## src/rtl/decode_issue_ctrl_if.sv

```systemverilog
`default_nettype none
// ============================================================================
// Module   : decode_issue_ctrl_if
// Brief    : Decode/issue handshake bundle between front end and issue control.
// Revision : 1.0 - initial release
// ============================================================================
interface decode_issue_ctrl_if #(
    parameter int NREGS = 32,
    parameter int CNT_W = 8
);
    logic             instr_valid;
    logic [31:0]      Instruccion;
    logic             wb_valid;
    logic [4:0]       wb_rd;
    logic             br_done;
    logic             br_taken;
    logic             issue;
    logic             stall;
    logic             flush;
    logic [NREGS-1:0] busy_mask;
    logic [CNT_W-1:0] stall_cnt;
    logic             stall_err;

    modport master (
        output instr_valid, Instruccion, wb_valid, wb_rd, br_done, br_taken,
        input  issue, stall, flush, busy_mask, stall_cnt, stall_err
    );

    modport slave (
        input  instr_valid, Instruccion, wb_valid, wb_rd, br_done, br_taken,
        output issue, stall, flush, busy_mask, stall_cnt, stall_err
    );
endinterface
`default_nettype wire

```

## src/rtl/decode_issue_ctrl.sv

```systemverilog
`default_nettype none
// ============================================================================
// Module   : decode_issue_ctrl
// Brief    : Decode-stage issue/stall/flush controller with register scoreboard.
//            Optional macro FORWARD_EN: same-cycle writeback hides the hazard.
// Revision : 1.0 - initial release
// ============================================================================
module decode_issue_ctrl #(
    parameter int NREGS     = 32,
    parameter int MAX_STALL = 255,
    parameter int CNT_W     = 8
) (
    input  logic               clock,
    input  logic               reset,
    decode_issue_ctrl_if.slave bus
);
    typedef enum logic [1:0] {
        RUN       = 2'd0,
        STALL_HAZ = 2'd1,
        WAIT_BR   = 2'd2,
        FLUSH     = 2'd3
    } state_t;

    localparam logic [4:0]       OP_LV       = 5'd1;
    localparam logic [4:0]       OP_CP       = 5'd6;
    localparam logic [4:0]       OP_B        = 5'd7;
    localparam logic [4:0]       OP_BEQ      = 5'd8;
    localparam logic [4:0]       OP_SLR      = 5'd9;
    localparam logic [CNT_W-1:0] CNT_MAX     = '1;
    localparam logic [CNT_W-1:0] STALL_LIMIT = CNT_W'(MAX_STALL);

    state_t           state;
    state_t           state_nx;
    logic             issue_q;
    logic             stall_q;
    logic             flush_q;
    logic             err_q;
    logic [NREGS-1:0] busy_q;
    logic [NREGS-1:0] busy_nx;
    logic [NREGS-1:0] wb_clr;
    logic [NREGS-1:0] set_mask;
    logic [NREGS-1:0] check_mask;
    logic [CNT_W-1:0] cnt_q;
    logic [CNT_W-1:0] cnt_nx;
    logic [4:0]       opcode;
    logic [4:0]       dest;
    logic [4:0]       src_a;
    logic [4:0]       src_b;
    logic             has_dest;
    logic             use_a;
    logic             use_b;
    logic             hazard;
    logic             do_issue;
    logic             stall_nx;
    logic             unused_instr_bits;

    assign opcode = bus.Instruccion[31:27];

    always_comb begin
        has_dest = 1'b0;
        use_a    = 1'b0;
        use_b    = 1'b0;
        dest     = 5'd0;
        src_a    = 5'd0;
        src_b    = 5'd0;
        case (opcode)
            5'd2, 5'd3, 5'd4, 5'd5: begin
                has_dest = 1'b1;
                use_a    = 1'b1;
                use_b    = 1'b1;
                dest     = bus.Instruccion[22:18];
                src_a    = bus.Instruccion[13:9];
                src_b    = bus.Instruccion[4:0];
            end
            OP_LV: begin
                has_dest = 1'b1;
                dest     = bus.Instruccion[24:20];
            end
            OP_CP: begin
                has_dest = 1'b1;
                dest     = bus.Instruccion[22:18];
            end
            OP_SLR: begin
                has_dest = 1'b1;
                use_a    = 1'b1;
                dest     = bus.Instruccion[24:20];
                src_a    = bus.Instruccion[24:20];
            end
            OP_BEQ: begin
                use_a    = 1'b1;
                use_b    = 1'b1;
                src_a    = bus.Instruccion[22:18];
                src_b    = bus.Instruccion[13:9];
            end
            default: ;
        endcase
    end

    always_comb begin
        wb_clr   = '0;
        set_mask = '0;
        if (bus.wb_valid) begin
            wb_clr[bus.wb_rd] = 1'b1;
        end
        if (has_dest) begin
            set_mask[dest] = 1'b1;
        end
    end

`ifdef FORWARD_EN
    assign check_mask = busy_q & ~wb_clr;
`else
    assign check_mask = busy_q;
`endif

    assign hazard = bus.instr_valid &&
                    ((use_a && check_mask[src_a]) ||
                     (use_b && check_mask[src_b]) ||
                     (has_dest && check_mask[dest]));

    assign do_issue = ((state == RUN) || (state == STALL_HAZ)) &&
                      bus.instr_valid && !hazard;

    always_comb begin
        state_nx = state;
        case (state)
            RUN, STALL_HAZ: begin
                if (do_issue) begin
                    if (opcode == OP_B) begin
                        state_nx = FLUSH;
                    end else if (opcode == OP_BEQ) begin
                        state_nx = WAIT_BR;
                    end else begin
                        state_nx = RUN;
                    end
                end else if (hazard) begin
                    state_nx = STALL_HAZ;
                end else begin
                    state_nx = RUN;
                end
            end
            WAIT_BR: begin
                if (bus.br_done) begin
                    state_nx = bus.br_taken ? FLUSH : RUN;
                end
            end
            FLUSH:   state_nx = RUN;
            default: state_nx = RUN;
        endcase
    end

    // A new writer's set wins over a same-cycle writeback clear of that register.
    assign busy_nx  = (busy_q & ~wb_clr) | (do_issue ? set_mask : '0);
    assign stall_nx = (state_nx == STALL_HAZ) || (state_nx == WAIT_BR);
    assign cnt_nx   = !stall_nx ? '0 :
                      ((cnt_q == CNT_MAX) ? cnt_q : cnt_q + CNT_W'(1));

    always_ff @(posedge clock) begin
        if (!reset) begin
            state   <= RUN;
            issue_q <= 1'b0;
            stall_q <= 1'b0;
            flush_q <= 1'b0;
            busy_q  <= '0;
            cnt_q   <= '0;
            err_q   <= 1'b0;
        end else begin
            state   <= state_nx;
            issue_q <= do_issue;
            stall_q <= stall_nx;
            flush_q <= (state_nx == FLUSH);
            busy_q  <= busy_nx;
            cnt_q   <= cnt_nx;
            if (stall_nx && (cnt_nx == STALL_LIMIT)) begin
                err_q <= 1'b1;
            end
        end
    end

    assign bus.issue     = issue_q;
    assign bus.stall     = stall_q;
    assign bus.flush     = flush_q;
    assign bus.busy_mask = busy_q;
    assign bus.stall_cnt = cnt_q;
    assign bus.stall_err = err_q;

    assign unused_instr_bits = ^{bus.Instruccion[26:25], bus.Instruccion[17:14],
                                 bus.Instruccion[8:5]};
endmodule
`default_nettype wire

```

## src/flat_wrapper.sv

```systemverilog
// flat-port wrapper written by rule: the top's interface ports become plain ports
module decode_issue_ctrl_flat 
#(
    parameter int NREGS     = 32,
    parameter int MAX_STALL = 255,
    parameter int CNT_W     = 8
)
  (clock, reset, bus_instr_valid, bus_Instruccion, bus_wb_valid, bus_wb_rd, bus_br_done, bus_br_taken, bus_issue, bus_stall, bus_flush, bus_busy_mask, bus_stall_cnt, bus_stall_err);
  decode_issue_ctrl_if #(.NREGS(NREGS), .CNT_W(CNT_W)) bus_i ();
  input  logic clock;
  input  logic reset;
  input wire logic [$bits(bus_i.instr_valid)-1:0] bus_instr_valid;
  input wire logic [$bits(bus_i.Instruccion)-1:0] bus_Instruccion;
  input wire logic [$bits(bus_i.wb_valid)-1:0] bus_wb_valid;
  input wire logic [$bits(bus_i.wb_rd)-1:0] bus_wb_rd;
  input wire logic [$bits(bus_i.br_done)-1:0] bus_br_done;
  input wire logic [$bits(bus_i.br_taken)-1:0] bus_br_taken;
  output wire logic [$bits(bus_i.issue)-1:0] bus_issue;
  output wire logic [$bits(bus_i.stall)-1:0] bus_stall;
  output wire logic [$bits(bus_i.flush)-1:0] bus_flush;
  output wire logic [$bits(bus_i.busy_mask)-1:0] bus_busy_mask;
  output wire logic [$bits(bus_i.stall_cnt)-1:0] bus_stall_cnt;
  output wire logic [$bits(bus_i.stall_err)-1:0] bus_stall_err;
  assign bus_i.instr_valid = bus_instr_valid;
  assign bus_i.Instruccion = bus_Instruccion;
  assign bus_i.wb_valid = bus_wb_valid;
  assign bus_i.wb_rd = bus_wb_rd;
  assign bus_i.br_done = bus_br_done;
  assign bus_i.br_taken = bus_br_taken;
  assign bus_issue = bus_i.issue;
  assign bus_stall = bus_i.stall;
  assign bus_flush = bus_i.flush;
  assign bus_busy_mask = bus_i.busy_mask;
  assign bus_stall_cnt = bus_i.stall_cnt;
  assign bus_stall_err = bus_i.stall_err;
  decode_issue_ctrl #(.NREGS(NREGS), .MAX_STALL(MAX_STALL), .CNT_W(CNT_W)) u_core (.clock(clock), .reset(reset), .bus(bus_i));
endmodule
```

## config.mk

```make
export PLATFORM = sky130hd
export DESIGN_NAME = decode_issue_ctrl_flat
export DESIGN_NICKNAME = d
export VERILOG_FILES = /design/src/rtl/decode_issue_ctrl_if.sv /design/src/rtl/decode_issue_ctrl.sv /design/src/flat_wrapper.sv
export SDC_FILE = /design/constraint.sdc
export NUM_CORES = 1
export LEC_CHECK = 0
export BUFFER_PORTS_ARGS = -buffer_cell sky130_fd_sc_hd__buf_4
export CAP_MARGIN = 20
export CORE_ASPECT_RATIO = 0.5
export CORE_UTILIZATION = 45
export CTS_BUF_LIST = sky130_fd_sc_hd__clkbuf_8
export DETAILED_ROUTE_END_ITERATION = 16
export PLACE_DENSITY = 0.72
export SLEW_MARGIN = 30
export SYNTH_ARGS = -nofsm -noshare
export SYNTH_HDL_FRONTEND = slang
export SYNTH_SLANG_ARGS = --single-unit
```

## constraint.sdc

```tcl
create_clock -name clock -period 3.7 [get_ports clock]
set_input_delay 0.185 -clock clock [delete_from_list [all_inputs] [get_ports clock]]
set_output_delay 0.185 -clock clock [all_outputs]
set_load 0.02 [all_outputs]
```

==> results.txt <==
status - finished, final reports clean
final setup violation count - 0
First-pass DRT Iterations - 5
Period Utilization, post-route - 94.06%
CP Data Required Time - 3.90 ns
most frequent cell after synthesis - dfxtp_1
Top FF cell, synth - dfxtp_1
pin count of the biggest net entering global routing - 40
# DRC - 0
RR Startpoint - u_core.bus.busy_mask[13]
Vias/cell - 6.674
top cells by area, synth - dfxtp_1 27%, o211ai_1 7.6%, o41ai_1 7.1%
Non-Filler Instances - 585
number of port buffers - 76
Layout area overhead - 25.65%
Max Slew Vio Count - 0
Least-Margin Pin Slew - 0.4950 ns
power per standard cell area - 236.4 nW/µm²
Max Clock Skew - 0.009039 ns
top post-synthesis cells by count - 46 x dfxtp_1, 35 x o211ai_1, 34 x nand3_1
chip height - 63.95 µm
via count - 3904
syn_area_per_cell - 8.485 µm²
r2r setup slk - 0.81 ns
Die Area - 8050 µm²
Finished Core Util - 58.82%
Synthesized Nets - 452
top-area cell type share of the netlist area - 26.67%
FF-to-FF End - u_core.bus.stall_err
Mapped Cells - 407
Remaining Overflow, GRT - 0
hold_ws - 0.2420 ns
Post-DRT Antenna Nets - 0
Final Hold Viols - 0
GR Util met3 - 5.946%
Initial Util - 46.81%
Placed Cells - 577
Critical Path Max Stage Delay - 0.49 ns
Reg clk slew, reported paths - 0.08 ns
Antenna Cells - 0
CTS Hold Bufs - 0
Cell Area, Synth - 3453 µm²
Hold Crit Depth - 4
first-iteration detailed-routing DRC count - 424
global-route wire length before repair - 18.80 mm
Global Route met1 Usage - 41.30%
Hold Path End - u_core.state[1]
nets@finish - 533
Clock Sinks - 46
Die W - 125.9 µm
Max FO, Critical Path - 8
Finished Cell Area - 4339 µm²
unrepaired setup endpoints after global routing - no
CP startpoint kind - primary input
leakage power - 1.614 nW
Peak VDD IR - 199.1 µV
Synth Register Bits - 46
Final Critical Period - 3.480 ns
distinct cell type count after synthesis - 52
CP Launch Point - bus_Instruccion[28]
Worst slew margin - 67.00%
Post-synth EDFFs - 0
IO Count - 87
total CTS buffers - 5
H-tree Lvls - 2
critical path endpoint category - flip-flop
Ys Warns - 0
post-synthesis sequential area ratio - 26.67%
critical path, cell by cell - buf_4 -> or3b_2 -> nor3_2 -> a22o_1 -> buf_12 -> mux4_2 -> a22oi_1 -> a211oi_1 -> a2111oi_2 -> buf_4 -> a21oi_1 -> ha_1 -> o31ai_1 -> nor2_1 -> nor4b_2 -> a22o_1
total power - 0.001026 W
Core Region - 7377 µm²
Clock Latency Late Sink - 0.30 ns
DR WL/cell - 20.29 µm
met2 usage - 45.30%
min-delay worst type - in -> reg
initial antenna violation count - 0
# rows - 22
Final Wtd Congestion - 0.9467
reg2reg path depth - 11
area leader, netlist - dfxtp_1
Final HPWL DP - 8.864 mm
max_cap viols - 0
Max clock buf depth - 2
Crit-path slowest cell - mux4_2
CTS tree - yes
Synth async-reset ratio - 0%
Critical Path AT - 3.68 ns
WS Path Type - in -> reg
most used routing layer - met2
Peak Freq - 287.3 MHz
layout cells sized above 1 - 27.61%
Root Buffer - clkbuf_8
Post-DP Area - 4235 µm²
Worst Hold Launch - bus_br_done
Tot GR Track Use - 29.63%
drt total wl - 11.87 mm
vias in the first global route - 3650
## worst max-delay path, delay by kind of cell
kind | cells | cell delay, ns
buf+inv | 3 | 0.46
compound gates | 7 | 1.35
fa+ha+maj | 1 | 0.33
simple gates | 4 | 0.86
mux | 1 | 0.49
## worst max-delay path by stage
stage | cells past startpoint | slack [ns] | end
after floorplan | 17 | 0.0006 | u_core.bus.stall_err
after global placement | 15 | -0.1 | u_core.bus.stall_err
after detailed placement | 15 | -0.24 | u_core.bus.stall_err
after CTS | 15 | 0.06 | u_core.bus.stall_err
after global routing | 16 | 0.008 | u_core.bus.stall_err
final | 16 | 0.22 | u_core.bus.stall_err
## cells in the final DEF, fill, tap and decap left out, types with 3 or more instances in the layout
master / synthesis / layout
mux4_2: 8 / 8
dfxtp_1: 46 / 46
a22oi_1: 11 / 11
nand3_1: 34 / 34
o22ai_1: 4 / 4
a22o_1: 6 / 6
o21ai_0: 18 / 18
a21oi_1: 15 / 15
or2_2: 4 / 4
nand3b_1: 6 / 6
a222oi_1: 3 / 3
and3_1: 13 / 13
buf_12: 0 / 3
and2_1: 6 / 6
or3b_2: 4 / 4
xnor2_1: 3 / 3
mux2i_1: 24 / 24
nor2b_1: 4 / 4
a211oi_1: 7 / 7
o41ai_1: 28 / 28
nand4_1: 4 / 4
buf_4: 1 / 101
inv_1: 5 / 6
nor2_1: 17 / 17
a311o_1: 3 / 3
nor3_1: 4 / 3
nand2_1: 26 / 26
o211ai_1: 35 / 35
a31oi_1: 5 / 5
o31ai_1: 3 / 3
nor3b_1: 3 / 3
clkbuf_8: 0 / 6
a32o_1: 3 / 3
## cell type report
type	count	area, µm²
Clock buffer	6	82.58
Inverter	5	18.77
Sequential cell	46	920.9
Clock inverter	2	8.758
Timing Repair Buffer	104	818.3
Multi-Input combinational cell	326	2370
Tap cell	96	120.1
Fill cell	700	3038
## routing by layer
| layer | routed length (µm) | part of all wire, % |
|---|---|---|
| met2 | 5132 | 43 |
| met5 | 0 | 0 |
| met4 | 242 | 2.0 |
| met1 | 5239 | 44 |
| met3 | 1254 | 11 |
## state kept, by name, indices dropped and copies added, names as in the netlist
| name | flops |
|---|---|
| u_core.bus.busy_mask | 32 |
| u_core.bus.stall_cnt | 8 |
| u_core.state | 2 |
| u_core.bus.flush | 1 |
| u_core.bus.issue | 1 |
| u_core.bus.stall | 1 |
| u_core.bus.stall_err | 1 |
## report_power, final
group,total (W),leakage (nW),internal (W),switching [W]
registers,0.000504,0.371,0.000499,0.00000499
clock network,0.000313,0.0524,0.000148,0.000165
logic,0.000210,1.19,0.0000875,0.000122
## cell families after synthesis
logic type | count (synthesis) | synth area share [%]
DFF | 46 | 26.67
adders and majority gates | 2 | 0.7245
AOI/OAI and AO/OA | 150 | 32.17
muxes | 34 | 12.83
and+or+nand+nor | 135 | 21.12
buffers and inverters | 35 | 5.217
xor gates and xnor gates | 5 | 1.268
## repair_timing
action,in CTS,in global routing
resized for setup,0,3
endpoints found under the setup margin,0,4
buffers inserted,0,0
## through the flow
step,worst slack [ns],setup TNS (ns)
2_1_floorplan,0.0005544,0
3_3_place_gp,-0.09688,-0.09688
3_5_place_dp,-0.2372,-0.2902
4_1_cts,0.06123,0
5_1_grt,0.008461,0
6_report,0.2198,0
Note: power is estimated with default switching activity, not from simulation.
